--- src/rtl/acquisition_sequencer.sv ---
// Run-level controller: fires the pulser trigger, gates one ADC frame per trigger into the averager,
// then opens the averager result stream. Optional macro ACQ_SEQ_READOUT_TIMEOUT_EN adds a READOUT watchdog.
module acquisition_sequencer #(
    parameter int SAMPLES_PER_TRIGGER = 1024,
    parameter int AVERAGES            = 128,
    parameter int TRIGGER_PERIOD      = 4096,
    parameter int COUNT_WIDTH         = 16
) (
    input  logic                   s00_axis_aclk,
    input  logic                   s00_axis_areset,
    input  logic                   start_in,
    input  logic                   abort_in,
    input  logic                   adc_tvalid_in,
    input  logic [31:0]            adc_tdata_in,
    output logic                   trigger_out,
    output logic                   avg_tvalid_out,
    output logic [31:0]            avg_tdata_out,
    output logic                   avg_tlast_out,
    output logic                   avg_clear_out,
    input  logic                   res_tvalid_in,
    input  logic                   res_tlast_in,
    input  logic                   fir_tready_in,
    output logic                   res_tready_out,
    output logic                   busy_out,
    output logic                   done_out,
    output logic                   error_out,
    output logic [COUNT_WIDTH-1:0] trigger_count_out,
    output logic [2:0]             dbg_state_o
);

    typedef enum logic [2:0] {
        IDLE    = 3'd0,
        FIRE    = 3'd1,
        CAPTURE = 3'd2,
        HOLDOFF = 3'd3,
        READOUT = 3'd4,
        DONE    = 3'd5
    } state_t;

    localparam logic [COUNT_WIDTH-1:0] ONE         = COUNT_WIDTH'(1);
    localparam logic [COUNT_WIDTH-1:0] AVG_LAST    = COUNT_WIDTH'(AVERAGES);
    localparam logic [COUNT_WIDTH-1:0] SAMPLE_LAST = COUNT_WIDTH'(SAMPLES_PER_TRIGGER - 1);
    localparam logic [COUNT_WIDTH-1:0] PERIOD_LAST = COUNT_WIDTH'(TRIGGER_PERIOD - 1);

    state_t                 state_q, state_d;
    logic [COUNT_WIDTH-1:0] trig_cnt_q, trig_cnt_d;
    logic [COUNT_WIDTH-1:0] samp_cnt_q, samp_cnt_d;
    logic [COUNT_WIDTH-1:0] period_cnt_q, period_cnt_d;
    logic                   avg_tvalid_q, avg_tvalid_d;
    logic [31:0]            avg_tdata_q, avg_tdata_d;
    logic                   avg_tlast_q, avg_tlast_d;
    logic                   clear_q, clear_d;
    logic                   error_q, error_d;
    logic                   period_end;
    logic                   frame_end;
    logic                   res_beat;
    logic                   res_last;
    logic                   timeout;

    // Handshake on the result stream: valid && ready; the run completes on the tlast beat.
    assign res_tready_out = (state_q == READOUT) && fir_tready_in;
    assign res_beat       = res_tvalid_in && res_tready_out;
    assign res_last       = res_beat && res_tlast_in;
    assign period_end     = (period_cnt_q == PERIOD_LAST);
    assign frame_end      = (state_q == CAPTURE) && adc_tvalid_in && (samp_cnt_q == SAMPLE_LAST);

`ifdef ACQ_SEQ_READOUT_TIMEOUT_EN
    logic [15:0] wd_q, wd_d;

    always_comb begin
        wd_d = 16'd0;
        if (state_q == READOUT && !res_beat) begin
            wd_d = wd_q + 16'd1;
        end
    end

    always_ff @(posedge s00_axis_aclk or posedge s00_axis_areset) begin
        if (s00_axis_areset) begin
            wd_q <= 16'd0;
        end else begin
            wd_q <= wd_d;
        end
    end

    assign timeout = (state_q == READOUT) && (wd_q == 16'hFFFF) && !res_beat;
`else
    assign timeout = 1'b0;
`endif

    always_comb begin
        state_d      = state_q;
        trig_cnt_d   = trig_cnt_q;
        samp_cnt_d   = samp_cnt_q;
        period_cnt_d = period_end ? period_cnt_q : period_cnt_q + ONE;
        avg_tvalid_d = 1'b0;
        avg_tdata_d  = avg_tdata_q;
        avg_tlast_d  = 1'b0;
        clear_d      = 1'b0;
        error_d      = error_q;

        case (state_q)
            IDLE: begin
                if (start_in && !abort_in) begin
                    state_d    = FIRE;
                    clear_d    = 1'b1;
                    trig_cnt_d = '0;
                    error_d    = 1'b0;
                end
            end
            FIRE: begin
                state_d    = CAPTURE;
                trig_cnt_d = trig_cnt_q + ONE;
                samp_cnt_d = '0;
            end
            CAPTURE: begin
                if (period_end) begin
                    error_d = 1'b1;
                end
                if (adc_tvalid_in) begin
                    avg_tvalid_d = 1'b1;
                    avg_tdata_d  = adc_tdata_in;
                    avg_tlast_d  = (samp_cnt_q == SAMPLE_LAST);
                    samp_cnt_d   = samp_cnt_q + ONE;
                end
                // An overrun frame goes straight to the next trigger.
                if (frame_end) begin
                    if (trig_cnt_q == AVG_LAST) begin
                        state_d = READOUT;
                    end else if (period_end) begin
                        state_d = FIRE;
                    end else begin
                        state_d = HOLDOFF;
                    end
                end
            end
            HOLDOFF: begin
                if (period_end) begin
                    state_d = FIRE;
                end
            end
            READOUT: begin
                if (res_last) begin
                    state_d = DONE;
                end else if (timeout) begin
                    state_d = IDLE;
                    error_d = 1'b1;
                    clear_d = 1'b1;
                end
            end
            DONE: begin
                state_d = IDLE;
            end
            default: begin
                state_d = IDLE;
            end
        endcase

        if (abort_in && state_q != IDLE) begin
            state_d      = IDLE;
            clear_d      = 1'b1;
            avg_tvalid_d = 1'b0;
            avg_tlast_d  = 1'b0;
        end

        // The period counter reads 0 during FIRE so consecutive triggers are exactly one period apart.
        if (state_d == FIRE || state_d == IDLE) begin
            period_cnt_d = '0;
        end
    end

    always_ff @(posedge s00_axis_aclk or posedge s00_axis_areset) begin
        if (s00_axis_areset) begin
            state_q      <= IDLE;
            trig_cnt_q   <= '0;
            samp_cnt_q   <= '0;
            period_cnt_q <= '0;
            avg_tvalid_q <= 1'b0;
            avg_tdata_q  <= 32'd0;
            avg_tlast_q  <= 1'b0;
            clear_q      <= 1'b0;
            error_q      <= 1'b0;
        end else begin
            state_q      <= state_d;
            trig_cnt_q   <= trig_cnt_d;
            samp_cnt_q   <= samp_cnt_d;
            period_cnt_q <= period_cnt_d;
            avg_tvalid_q <= avg_tvalid_d;
            avg_tdata_q  <= avg_tdata_d;
            avg_tlast_q  <= avg_tlast_d;
            clear_q      <= clear_d;
            error_q      <= error_d;
        end
    end

    assign trigger_out       = (state_q == FIRE);
    assign busy_out          = (state_q != IDLE);
    assign done_out          = (state_q == DONE);
    assign avg_tvalid_out    = avg_tvalid_q;
    assign avg_tdata_out     = avg_tdata_q;
    assign avg_tlast_out     = avg_tlast_q;
    assign avg_clear_out     = clear_q;
    assign error_out         = error_q;
    assign trigger_count_out = trig_cnt_q;
    assign dbg_state_o       = state_q;

endmodule

--- config.mk ---
export PLATFORM = sky130hd
export DESIGN_NAME = acquisition_sequencer
export DESIGN_NICKNAME = d
export VERILOG_FILES = /design/src/rtl/acquisition_sequencer.sv
export SDC_FILE = /design/constraint.sdc
export NUM_CORES = 1
export LEC_CHECK = 0
export ABC_CLOCK_PERIOD_IN_PS = 2800
export CORE_MARGIN = 5
export CORE_UTILIZATION = 30
export CTS_CLUSTER_DIAMETER = 30
export DETAILED_ROUTE_END_ITERATION = 6
export DONT_BUFFER_PORTS = 1
export PLACE_DENSITY = 0.42
export SLEW_MARGIN = 20
export SYNTH_ARGS = -nofsm -noshare
export SYNTH_HDL_FRONTEND = slang
export SYNTH_SLANG_ARGS = --single-unit
--- constraint.sdc ---
create_clock -name s00_axis_aclk -period 2.8 [get_ports s00_axis_aclk]
set_input_delay 0.14 -clock s00_axis_aclk [delete_from_list [all_inputs] [get_ports s00_axis_aclk]]
set_output_delay 0.14 -clock s00_axis_aclk [all_outputs]
set_load 0.01 [all_outputs]
* Word-level counts from Yosys, hierarchy flattened *
Cells that the tools add are included.

operators by class
  add/sub/neg operators = 3
  equality and inequality tests = 13
  muxes and demuxes = 26
  reductions and logical operators = 19

operator list
  kind                                                                     count
  16-bit two-way mux                                                       4
  16-bit one-hot mux with 2 select lines                                   2
  16-bit by 1-bit adder with 16-bit output, second input constant          3
  3-bit two-way mux                                                        6
  16-bit by 10-bit equality test with 1-bit output, second input constant  1
  16-bit by 12-bit equality test with 1-bit output, second input constant  1
  16-bit by 8-bit equality test with 1-bit output, second input constant   1
  3-bit one-hot mux with 5 select lines                                    1
  1-bit two-way mux                                                        11
  1-bit logical AND                                                        7
  3-bit by 1-bit equality test with 1-bit output, second input constant    2
  3-bit by 2-bit equality test with 1-bit output, second input constant    2
  3-bit equality test, second input constant                               2
  3-bit logical NOT                                                        2
  2-bit inequality test, second input constant                             3
  2-bit AND reduction                                                      3
  2-bit nonzero test                                                       3
  3-bit AND reduction                                                      1
  3-bit nonzero test                                                       1
  2-bit two-way mux                                                        1
  2-bit by 1-bit inequality test with 1-bit output, second input constant  1
  1-bit one-hot mux with 2 select lines                                    1
  1-bit logical NOT                                                        1
  1-bit logical OR                                                         1

storage, ports and cells
  register bits = 87
  output and inout port bits = 59
  word-level logic and storage cells = 70

* Longest topological paths before layout *
Gate-level depths: netlist of the first run.

  depth in word-level cells = 10
  mapped depth = 9
  depth with buffers taken out = 7

* Least setup slack after synthesis of the first run *
No wires, ideal clock.

  path type = reg-to-reg
  start point = register period_cnt_q[12]
  end point = register state_q[1] (netlist: dbg_state_o[1])
  library setup time = 0.134 ns
  arrival = 1.962 ns
  slack = 0.703 ns
  stages on the path, launching flop included = 8
  buffers on the path = 2
  period minus slack after synthesis = 2.097 ns
  path through = dfrtp_1 or4_4 nor4_4 o21bai_1 a211o_2 buf_6 buf_12 o31ai_1

between the ends
  longest elaborated chain between the ends = 6
  elaborated cells between the ends (all ways) = 7

ends and longest elaborated chain
  what                                                  RTL line  RTL
  from (decl)                                           48        logic [COUNT_WIDTH-1:0] period_cnt_q, period_cnt_d;
  from (signal assigned)                                186       period_cnt_q <= period_cnt_d;
  16-bit by 12-bit equality test with 1-bit output (*)  64        assign period_end = (period_cnt_q == PERIOD_LAST);
  2-bit two-way mux                                     129       end else if (period_end) begin
  3-bit two-way mux                                     127       if (trig_cnt_q == AVG_LAST) begin
  3-bit two-way mux                                     126       if (frame_end) begin
  3-bit one-hot mux with 5 select lines (*)             101       case (state_q)
  3-bit two-way mux (*)                                 158       if (abort_in && state_q != IDLE) begin
  net state_d[1]                                        45        state_t state_q, state_d;
  to (signal assigned)                                  183       state_q <= state_d;
  to (decl)                                             45

Mark *: on every way through the listed nets, which the timed path passes. The rest lies on a longest branch.
A chain may end at the register's enable or synchronous reset.

* Worst setup path in the final report of the first run *
  start point = register state_q[0] (netlist: dbg_state_o[0])
  end point = register error_q (netlist: error_out)

between the ends
  longest elaborated chain between the ends = 3
  elaborated cells between the ends (all ways) = 7

ends and longest elaborated chain
  what                                                                                 RTL line  RTL
  3-bit by 2-bit equality test with 1-bit output or 3-bit logical NOT (tied branches)  101
  2-bit inequality test (no line) or 2-bit nonzero test (tied branches)                n/a
  3-bit AND reduction (no line)                                                        n/a
  to (signal assigned)                                                                 191       error_q <= error_d;
  to (decl)                                                                            53        logic error_q, error_d;

Parallel ways exist; a longest one is shown, timed or not.

==> results.md, run 1 <==
* Status: complete, no violations
* Drt first pass iters at 4
* Yosys top cell by area: dfrtp_1
* Die Ht at 126 um
* Largest net degree at the start of global routing at 46
* # setup viols final at 0
* CTS root buf: clkbuf_16
* Clock transition at path regs at 0.07 ns
* Fraction of layout cells with a size suffix above 1 at 15.9%
* HP Class: primary input to flip-flop
* # IOs at 99
* Clock Skews at 0.00719 ns
* Crit-path max FO at 11
* Reg area at 2180 um^2
* Routed Antenna Nets at 0
* Slew Limit Fails at 0
* Synth Cell Area at 4070 um^2
* Cell Rows at 42
* Clock Path Buffers at 2
* Die W at 126 um
* Slew at the pin with the worst max-slew slack at 0.821 ns
* Worst r2r path cells at 4
* Number of global-route vias before repair at 3017
* Final Hold Slack at 0.0815 ns
* FF-to-FF End: error_out
* Period utilisation layout at 80.1%
* DP HPWL at 6.63 mm
* Period minus WS final at 2.24 ns
* WL final at 9.88 mm
* Grt ovf at 0
* Fillers at 1281
* Fin nets at 454
* MaxCap Viol Count at 0
* WL per Instance at 16.7 um
* Sequential fraction of the synthesis area at 53.5%
* Area added between synthesis and finish at 21.3%
* # DRC at 0
* Initial Util at 30.6%
* Clk_lat worst skew at 0.34 ns
* First-pass GRT wire length at 16.4 mm
* Mean Syn Cell Area at 11.0 um^2
* RR Startpoint: dbg_state_o[0]
* Library cells used by synthesis at 44
* Worst Path Required at 3.04 ns
* Reg2reg setup slack at 0.56 ns
* CTS Sinks at 87
* Post-synth ARST share at 100%
* FMAX at 446 MHz
* ANT cells at 0
* Dpl cells at 540
* Post-Syn Nets at 413
* RSZ-0062 raised after global routing: no
* P per Cell Area at 718 nW/um^2
* GR Util All Layers at 12.9%
* Post-Layout Cell Count at 591
* Core ar. at 13300 um^2
* TritonCTS clock tree: built
* Most frequent cell after synthesis: dfrtp_1
* I/O Buffers at 0
* Gpl congestion at 0.736
* Cell depth of the worst hold path at 2
* Critical path data arrival time at 2.48 ns
* Most frequent cells after synthesis: dfrtp_1 (87), mux2_2 (32), nor2_1 (27)
* Iteration-0 DRC count of the detailed router at 142
* Vias/cell at 5.00
* Cells after Synth at 369
* Yosys reg bits at 87
* Synth top area cells: dfrtp_1 (53%), mux2_2 (8.9%), xor2_1 (3.2%)
* CTS Buf Count at 9
* Via count at 2955
* Hold Fails Final Rpt at 0
* Headroom to the max-slew limit at 45.2%
* Synth warnings at 0
* Worst Setup End Kind: flip-flop
* Max IR drop VDD at 0.401 mV
* Die area at 16000 um^2
* Startpoint types: flip-flop
* Share of the synthesized area in the top cell type at 53.5%
* Number of synthesized flops with an enable pin at 0
* Top FF cell, synth: dfrtp_1
* Setup Crit Path Kind: flip-flop to flip-flop
* Multi-input combinational cell area at 1780 um^2
* Initial antenna violation count at 0
* TNS Setup at 0 ns
* H-tree depth at 3
* Hold path startpoint: abort_in
* Hold Path Sink: avg_tvalid_out
* Leak Pwr at 2.06 nW
[worst max path at each step]
stage / start / endpoint / slack [ns] / depth (start not counted)
finish: dbg_state_o[0] / error_out / 0.56 / 4
global route: trigger_count_out[0] / period_cnt_q[2] / 0.38 / 8
CTS: dbg_state_o[0] / error_out / 0.57 / 4
detailed placement: dbg_state_o[0] / error_out / 0.58 / 4
global placement: dbg_state_o[0] / error_out / 0.60 / 4
floorplan: s00_axis_areset / avg_clear_out / 0.41 / 1
[through the flow]
stage / instance area (um^2) / utilization [%] / setup slack (ns) / power (mW)
CTS: 4940 / 37.2 / 0.565 / 3.61
global placement: 4310 / 32.4 / 0.600 / 2.40
detailed placement: 4310 / 32.4 / 0.575 / 2.40
floorplan: 4070 / - / 0.410 / 2.23
global route: 4940 / 37.2 / 0.383 / 3.75
finish: 4940 / 37.2 / 0.559 / 3.55
[worst max-delay path, cell delays in order, from the launching register on]
cell and delay, ns:
dfrtp_1 0.51, buf_4 0.23, or3_1 0.47, or3b_2 0.64, a22o_1 0.28
[layer usage]
metal | track usage (%) | part of all wire [%] | vias to the layer above
met4 | 4.98 | 2.1 | 0
met2 | 19.9 | 46 | 84
li1 | - | - | 1407
met3 | 4.54 | 7.3 | 17
met1 | 16.5 | 45 | 1447
met5 | 0 | 0 | -
[cell type report]
cell class              instances  share of cell area [%]
clock buffers                  11                    4.71
clock inverters                 5                   0.861
inverters                      10                   0.785
multi-input cells             256                    36.1
flip-flops and latches         87                    44.1
well taps                     176                    4.46
repair buffers                 46                    9.02
[layout by cell type (no fill, tap or decap), drive strengths merged, types with 13 or more instances in the layout]
cell,netlist,layout
nand3,19,19
nand4,15,15
dlygate4sd3,0,35
xnor2,13,13
a21oi,22,22
nand2,25,25
nor2,27,27
mux2,32,32
xor2,15,15
dfrtp,87,87
[repair_timing]
| action | CTS | global route |
|---|---|---|
| resized for setup | 0 | 0 |
| setup endpoints to repair | 0 | 0 |
| endpoints found under the hold margin | 80 | 0 |
| buffers inserted | 0 | 0 |
| hold buffers | 35 | 0 |
[where the power goes]
part / leakage, nW / switching (mW) / internal (mW) / total, mW
Sequential: 1.14 / 0.369 / 1.53 / 1.90
Combinational: 0.784 / 0.220 / 0.293 / 0.513
Clock: 0.131 / 0.518 / 0.612 / 1.13
[kinds of logic after synthesis]
kind of cell             share of synthesized area, %
adder cells (fa/ha/maj)                          1.23
AND/OR/NAND/NOR                                  17.9
flip-flops                                       53.5
multiplexers                                     10.8
XOR/XNOR                                         6.02
buffers and inverters                            3.10
AO/OA/AOI/OAI                                    7.50
[registers in the layout (all words and copies together) (netlist names)]
name / cells
avg_tdata_out: 32
period_cnt_q: 16
samp_cnt_q: 16
trigger_count_out: 16
dbg_state_o: 3
avg_clear_out: 1
avg_tlast_out: 1
avg_tvalid_out: 1
error_out: 1
Power figures use the tool's default switching activity.
==> run 2: changes to the inputs <==
--- a/config.mk
+++ b/config.mk
@@ -5,13 +5,13 @@
 export SDC_FILE = /design/constraint.sdc
 export NUM_CORES = 1
 export LEC_CHECK = 0
-export ABC_CLOCK_PERIOD_IN_PS = 2800
+export ABC_CLOCK_PERIOD_IN_PS = 1900
 export CORE_MARGIN = 5
 export CORE_UTILIZATION = 30
 export CTS_CLUSTER_DIAMETER = 30
 export DETAILED_ROUTE_END_ITERATION = 6
 export DONT_BUFFER_PORTS = 1
-export PLACE_DENSITY = 0.42
+export PLACE_DENSITY = 0.43
 export SLEW_MARGIN = 20
 export SYNTH_ARGS = -nofsm -noshare
 export SYNTH_HDL_FRONTEND = slang
==> constraint.sdc (replaced) <==
create_clock -name s00_axis_aclk -period 1.9 [get_ports s00_axis_aclk]
set_input_delay 0.095 -clock s00_axis_aclk [delete_from_list [all_inputs] [get_ports s00_axis_aclk]]
set_output_delay 0.095 -clock s00_axis_aclk [all_outputs]
set_load 0.01 [all_outputs]
==> run 2 against run 1 <==
Effect of this change: sequential power is 44% higher; global-route usage is 0.94 points higher; non-clock buffer count is 50 higher; clock power is 50% higher; total power is 52% higher; maximum frequency is 20% higher; largest power group unchanged.
==> results.md, run 2 (synthesis gave the netlist of run 1 again) <==
* HP Class: primary input to flip-flop
* Initial Util at 30.6% (unchanged)
* Core ar. at 13300 um^2 (unchanged)
* I/O Buffers at 0 (unchanged)
* DP Worst Slack at -0.0549 ns (-0.630 ns)
* Cell Rows at 42 (unchanged)
* Area added between synthesis and finish at 34.7%
* Headroom to the max-slew limit at 53.4% (+8.2 points)
* Largest net degree at the start of global routing at 37 (-20%)
* First-pass GRT wire length at 17.5 mm (+6.6%)
* Number of flip-flops under the largest register name at 32 (unchanged)
* CP Cell Sequence: nor4_2 -> buf_4 -> nand4_1 -> buf_4 -> nor4_4 -> o21bai_2 -> buf_12 -> a21oi_1
* Iteration-0 DRC count of the detailed router at 152 (+7.0%)
* PnR worst setup slack at 0.0284 ns (-0.530 ns)
* # DRC at 0 (unchanged)
* Fin nets at 504 (+11%)
* Setup Crit Path Kind: flip-flop to flip-flop
* # setup viols final at 0 (unchanged)
* CTS root buf: clkbuf_16
* CP max stage delay at 0.40 ns (-0.24 ns)
* Most common cell after layout, fill and taps aside: dfrtp_1
* Most frequent CP cell: buf_4
* Crit-path max FO at 16 (+5)
* ANT cells at 0 (unchanged)
* Number of global-route vias before repair at 3270 (+8.4%)
* Period utilisation layout at 98.5% (+18 points)
* Max IR drop VDD at 0.613 mV (+53%)
* Hold Fails Final Rpt at 0 (unchanged)
* Die Ht at 126 um (unchanged)
* Worst Path Required at 2.17 ns (-0.87 ns)
* Critical Path Start: trigger_count_out[15]
* WL per Instance at 16.9 um (+1.3%)
* CTS Buf Count at 9 (unchanged)
* CP max-delay cell: dfrtp_1
* Grt ovf at 0 (unchanged)
* WL final at 10.9 mm (+9.9%)
* Status: complete, no violations
* # IOs at 99 (unchanged)
* H-tree depth at 3 (unchanged)
* Via count at 3172 (+7.3%)
* Clock Path Buffers at 2 (unchanged)
* Initial antenna violation count at 0 (unchanged)
* MaxCap Viol Count at 0 (unchanged)
* Drt first pass iters at 5 (+1)
* Hold path startpoint: res_tvalid_in
* Clock transition at path regs at 0.06 ns (about the same)
* P per Cell Area at 983 nW/um^2 (+37%)
* Leak Pwr at 2.36 nW (+15%)
* Post-Layout Cell Count at 641 (+8.5%)
* Reg2reg setup slack at 0.03 ns (-0.53 ns)
* Clock Skews at 0.00583 ns (-0.00136 ns)
* Critical path data arrival time at 2.14 ns (-0.34 ns)
* Worst Setup End Kind: flip-flop
* RR Startpoint: trigger_count_out[15]
* Dpl cells at 586 (+8.5%)
* Slew at the pin with the worst max-slew slack at 0.697 ns (-0.123 ns)
* Clk_lat worst skew at 0.34 ns (about the same)
* TritonCTS clock tree: built
* Commonest non-fill, non-tap cells in the layout: dfrtp_1 (85), buf_4 (56), dlygate4sd3_1 (35)
* Die W at 126 um (unchanged)
* Die area at 16000 um^2 (unchanged)
* Slew Limit Fails at 0 (unchanged)
* Vias/cell at 4.95 (-1.0%)
* CTS Sinks at 87 (unchanged)
* Fillers at 1284 (+0.23%)
* Final Hold Slack at 0.0495 ns (-0.0320 ns)
* Gpl congestion at 0.773 (+5.0%)
* Fraction of layout cells with a size suffix above 1 at 30.3% (+14 points)
* Final Total Pwr at 5.39 mW (+52%)
* GR Util All Layers at 13.8% (+0.94 points)
* DP HPWL at 7.53 mm (+14%)
* Startpoint types: flip-flop
* Routed Antenna Nets at 0 (unchanged)
* RSZ-0062 raised after global routing: yes
* FMAX at 534 MHz (+20%)
* Period minus WS final at 1.87 ns (-0.370 ns)
[run 2: repair_timing]
| item | CTS | global route |
|---|---|---|
| pin swaps | 1 | 6 |
| hold buffers | 35 | 0 |
| endpoints found under the hold margin | 60 | 0 |
| cloned | 0 | 1 |
| buffers inserted | 0 | 3 |
| resized for setup | 3 | 8 |
| endpoints found under the setup margin | 18 | 25 |
[run 2: final timing paths]
check | cells past startpoint | to
worst max-delay path | 8 | period_cnt_q[10]
worst min-delay path | 3 | dbg_state_o[0]
worst max register to register | 8 | period_cnt_q[10]
worst min register to register | 1 | samp_cnt_q[0]
max in group asynchronous | 3 | avg_tdata_out[2]
min in group asynchronous | 2 | period_cnt_q[8]
[run 2: report_power, final]
part	internal [mW]	total [mW]	switching (mW)
Sequential	2.26	2.74	0.475
Clock	0.910	1.69	0.775
Combinational	0.540	0.965	0.425
[run 2: critical path: cells and delay by family, from the launching register on]
| family | cells | cell delay (ns) |
|---|---|---|
| buffers and inverters | 3 | 0.51 |
| flip-flops | 1 | 0.40 |
| AND/OR/NAND/NOR | 3 | 0.62 |
| AO/OA/AOI/OAI | 2 | 0.27 |
[run 2: stage by stage]
step                      utilization, %  cell area [um^2]  setup TNS (ns)
final                               41.2              5480               0
after global routing                41.2              5480           -1.33
after CTS                           40.6              5400               0
after detailed placement            35.8              4760          -0.663
after global placement              35.8              4760               0
after floorplan                        -              4180          -0.807
[run 2: cell type report]
cell class / instances / area [um^2] / share of cell area [%]
sequential: 87 / 2180 / 39.7
multi-input combinational: 256 / 1890 / 34.5
timing repair buffer: 96 / 867 / 15.8
clock buffer: 10 / 229 / 4.18
tap: 176 / 220 / 4.02
clock inverter: 6 / 51.3 / 0.935
inverter: 10 / 43.8 / 0.799
[run 2: layer usage]
| metal | routed length (um) | global-route usage, % |
|---|---|---|
| met1 | 4550 | 16.5 |
| met5 | 0 | 0 |
| met2 | 5190 | 22.3 |
| met4 | 206 | 4.92 |
| met3 | 907 | 5.80 |
==> run 3: changes to the inputs <==
==> constraint.sdc (replaced) <==
create_clock -name s00_axis_aclk -period 1.9 [get_ports s00_axis_aclk]
set_input_delay 0.285 -clock s00_axis_aclk [delete_from_list [all_inputs] [get_ports s00_axis_aclk]]
set_output_delay 0.285 -clock s00_axis_aclk [all_outputs]
set_load 0.01 [all_outputs]
==> run 3 against run 2 <==
Effect of this change: critical path depth decreased by 4; via count shrank 6.4%; count of clock-buffer cells in the layout is the same; critical endpoint is now trigger_out; highest routed layer unchanged.
==> results.md, run 3 (synthesis gave the netlist of run 1 again) <==
* Status: complete, no violations
* Core ar. at 13300 um^2 (unchanged)
* Clock power frac at 31.5% (+0.2 points)
* MaxCap Viol Count at 0 (unchanged)
* # DRC at 0 (unchanged)
* Area added between synthesis and finish at 25.9%
* HP Class: primary input to flip-flop
* RR Startpoint: period_cnt_q[15]
* GR Util All Layers at 13.2% (-0.57 points)
* Die Ht at 126 um (unchanged)
* Final Total Pwr at 5.34 mW (-0.82%)
* Worst r2r path cells at 6 (-2)
* Final instance area at 5130 um^2 (-6.5%)
* Most common cell after layout, fill and taps aside: dfrtp_1
* CP max stage delay at 0.44 ns (+0.04 ns)
* Reg2reg setup slack at 0.06 ns (+0.03 ns)
* RSZ-0062 raised after global routing: yes
* Routed Antenna Nets at 0 (unchanged)
* CP Capture Point: trigger_out
* # setup viols final at 0 (unchanged)
* Number of flip-flops under the largest register name at 32 (unchanged)
* Worst Path Required at 1.62 ns (-0.55 ns)
* Comb power frac at 17.3% (-0.6 points)
* Post-Layout Cell Count at 605 (-5.6%)
* Period minus WS final at 1.84 ns (-0.0321 ns)
* Via count at 2970 (-6.4%)
* Reg area at 2180 um^2 (about the same)
* TritonCTS clock tree: built
* Slew at the pin with the worst max-slew slack at 0.694 ns (-0.00334 ns)
* Drt first pass iters at 4 (-1)
* Final Hold Slack at 0.0311 ns (-0.0184 ns)
* ANT cells at 0 (unchanged)
* I/O Buffers at 0 (unchanged)
* H-tree depth at 3 (unchanged)
* Commonest non-fill, non-tap cells in the layout: dfrtp_1 (84), buf_4 (52), mux2_2 (32)
* Fin nets at 468 (-7.1%)
* CTS Buf Count at 9 (unchanged)
* Setup Crit Path Kind: flip-flop to output port
* Clock transition at path regs at 0.06 ns (about the same)
* Hold Fails Final Rpt at 0 (unchanged)
* Initial antenna violation count at 0 (unchanged)
* Die area at 16000 um^2 (unchanged)
* Multi-input combinational cell area at 1880 um^2 (-0.93%)
* FF-to-FF End: period_cnt_q[10]
* CTS root buf: clkbuf_16
* CP bufs+invs at 3 (unchanged)
* WL final at 10.3 mm (-4.9%)
* Vias/cell at 4.91 (-0.80%)
* Die W at 126 um (unchanged)
* Seq pwr share at 51.2% (+0.4 points)
* Clock Path Buffers at 2 (unchanged)
* # IOs at 99 (unchanged)
* Switch Pwr at 1.66 mW (-0.74%)
* First-pass GRT wire length at 16.8 mm (-4.1%)
* Cell Rows at 42 (unchanged)
* CP max-delay cell: dfrtp_2
* Placed cell area at 4750 um^2 (-0.21%)
* Worst Setup End Kind: output port
* Slew Limit Fails at 0 (unchanged)
* Fillers at 1300 (+1.2%)
* Leak Pwr at 2.17 nW (-7.9%)
* Clock Skews at 0.00724 ns (+0.00141 ns)
* Largest net degree at the start of global routing at 37 (unchanged)
* Crit path depth at 4 (-4)
* Initial Util at 30.6% (unchanged)
* P per Cell Area at 1040 nW/um^2 (+6.1%)
* Headroom to the max-slew limit at 53.6% (+0.22 points)
* Gpl congestion at 0.799 (+3.4%)
* Iteration-0 DRC count of the detailed router at 146 (-3.9%)
* Switching share of power at 31.1% (about the same)
* Startpoint types: flip-flop
* Max IR drop VDD at 0.542 mV (-11%)
* Fraction of layout cells with a size suffix above 1 at 32.2% (+1.8 points)
* Number of global-route vias before repair at 3197 (-2.2%)
* Pint at 3.68 mW (-0.86%)
* Critical path data arrival time at 1.55 ns (-0.59 ns)
* CTS Sinks at 87 (unchanged)
* FMAX at 544 MHz (+1.7%)
* Dpl cells at 583 (-0.51%)
* Critical Path Start: dbg_state_o[2]
* DP HPWL at 7.49 mm (-0.42%)
* WL per Instance at 17.1 um (+0.80%)
* Grt ovf at 0 (unchanged)
* Period utilisation layout at 96.8% (-1.7 points)
* Clk_lat worst skew at 0.35 ns (about the same)
* CP Cell Sequence: or3b_4 -> inv_4 -> buf_12 -> buf_8
* CP delay by family, top: flip-flops
* Crit-path max FO at 11 (-5)
run 3: cell count changes in the layout (fill, tap and decap cells not counted), sizes merged:
cell         before  now
clkbuf           11   10
inv              13   12
dlygate4sd3      35    2
clkinv            2    1
buf              60   58
clkinvlp          1    3
run 3: final cells by class:
type / instances / share of cell area [%]
multi-input combinational: 256 / 36.6
clock inverter: 6 / 1.02
inverter: 10 / 0.854
sequential: 87 / 42.5
timing repair buffer: 60 / 10.2
clock buffer: 10 / 4.47
tap: 176 / 4.29
run 3: metrics by stage:
stage	setup slack, ns	utilization [%]	setup TNS (ns)
2_1_floorplan	-0.0852	-	-0.807
3_3_place_gp	0.0278	35.7	0
3_5_place_dp	-0.0368	35.7	-0.0978
4_1_cts	0.00525	38.1	0
5_1_grt	-0.0537	38.6	-0.521
6_report	0.0605	38.6	0
run 3: how the worst min path moves through the flow:
stage,cells past startpoint,to,startpoint
after global routing,1,dbg_state_o[0],abort_in
after floorplan,1,dbg_state_o[2],abort_in
after global placement,1,period_cnt_q[7],s00_axis_areset
after CTS,1,dbg_state_o[0],abort_in
after detailed placement,1,period_cnt_q[6],s00_axis_areset
final,1,dbg_state_o[0],abort_in
run 3: layer usage:
| metal | up-vias | GRT usage, % | share of wire [%] |
|---|---|---|---|
| met4 | 0 | 4.92 | 1.5 |
| met3 | 11 | 5.72 | 8.2 |
| met2 | 78 | 20.4 | 46 |
| met5 | - | 0 | 0 |
| met1 | 1444 | 16.4 | 44 |
| li1 | 1437 | - | - |
run 3: what timing repair did:
item / in CTS / in global routing
gates cloned: 0 / 0
resized for setup: 7 / 8
endpoints found under the setup margin: 20 / 19
hold endpoints to repair: 22 / 0
hold buffers: 2 / 0
buffers inserted: 0 / 4
pin swaps: 1 / 2
run 3: power groups by stage:
stage / sequential [mW] / combinational (mW) / clock, mW
2_1_floorplan: 2.70 / 0.621 / 0
3_3_place_gp: 2.77 / 0.883 / 0
3_5_place_dp: 2.76 / 0.911 / 0
4_1_cts: 2.74 / 0.921 / 1.76
5_1_grt: 2.80 / 1.04 / 1.84
6_report: 2.73 / 0.926 / 1.68
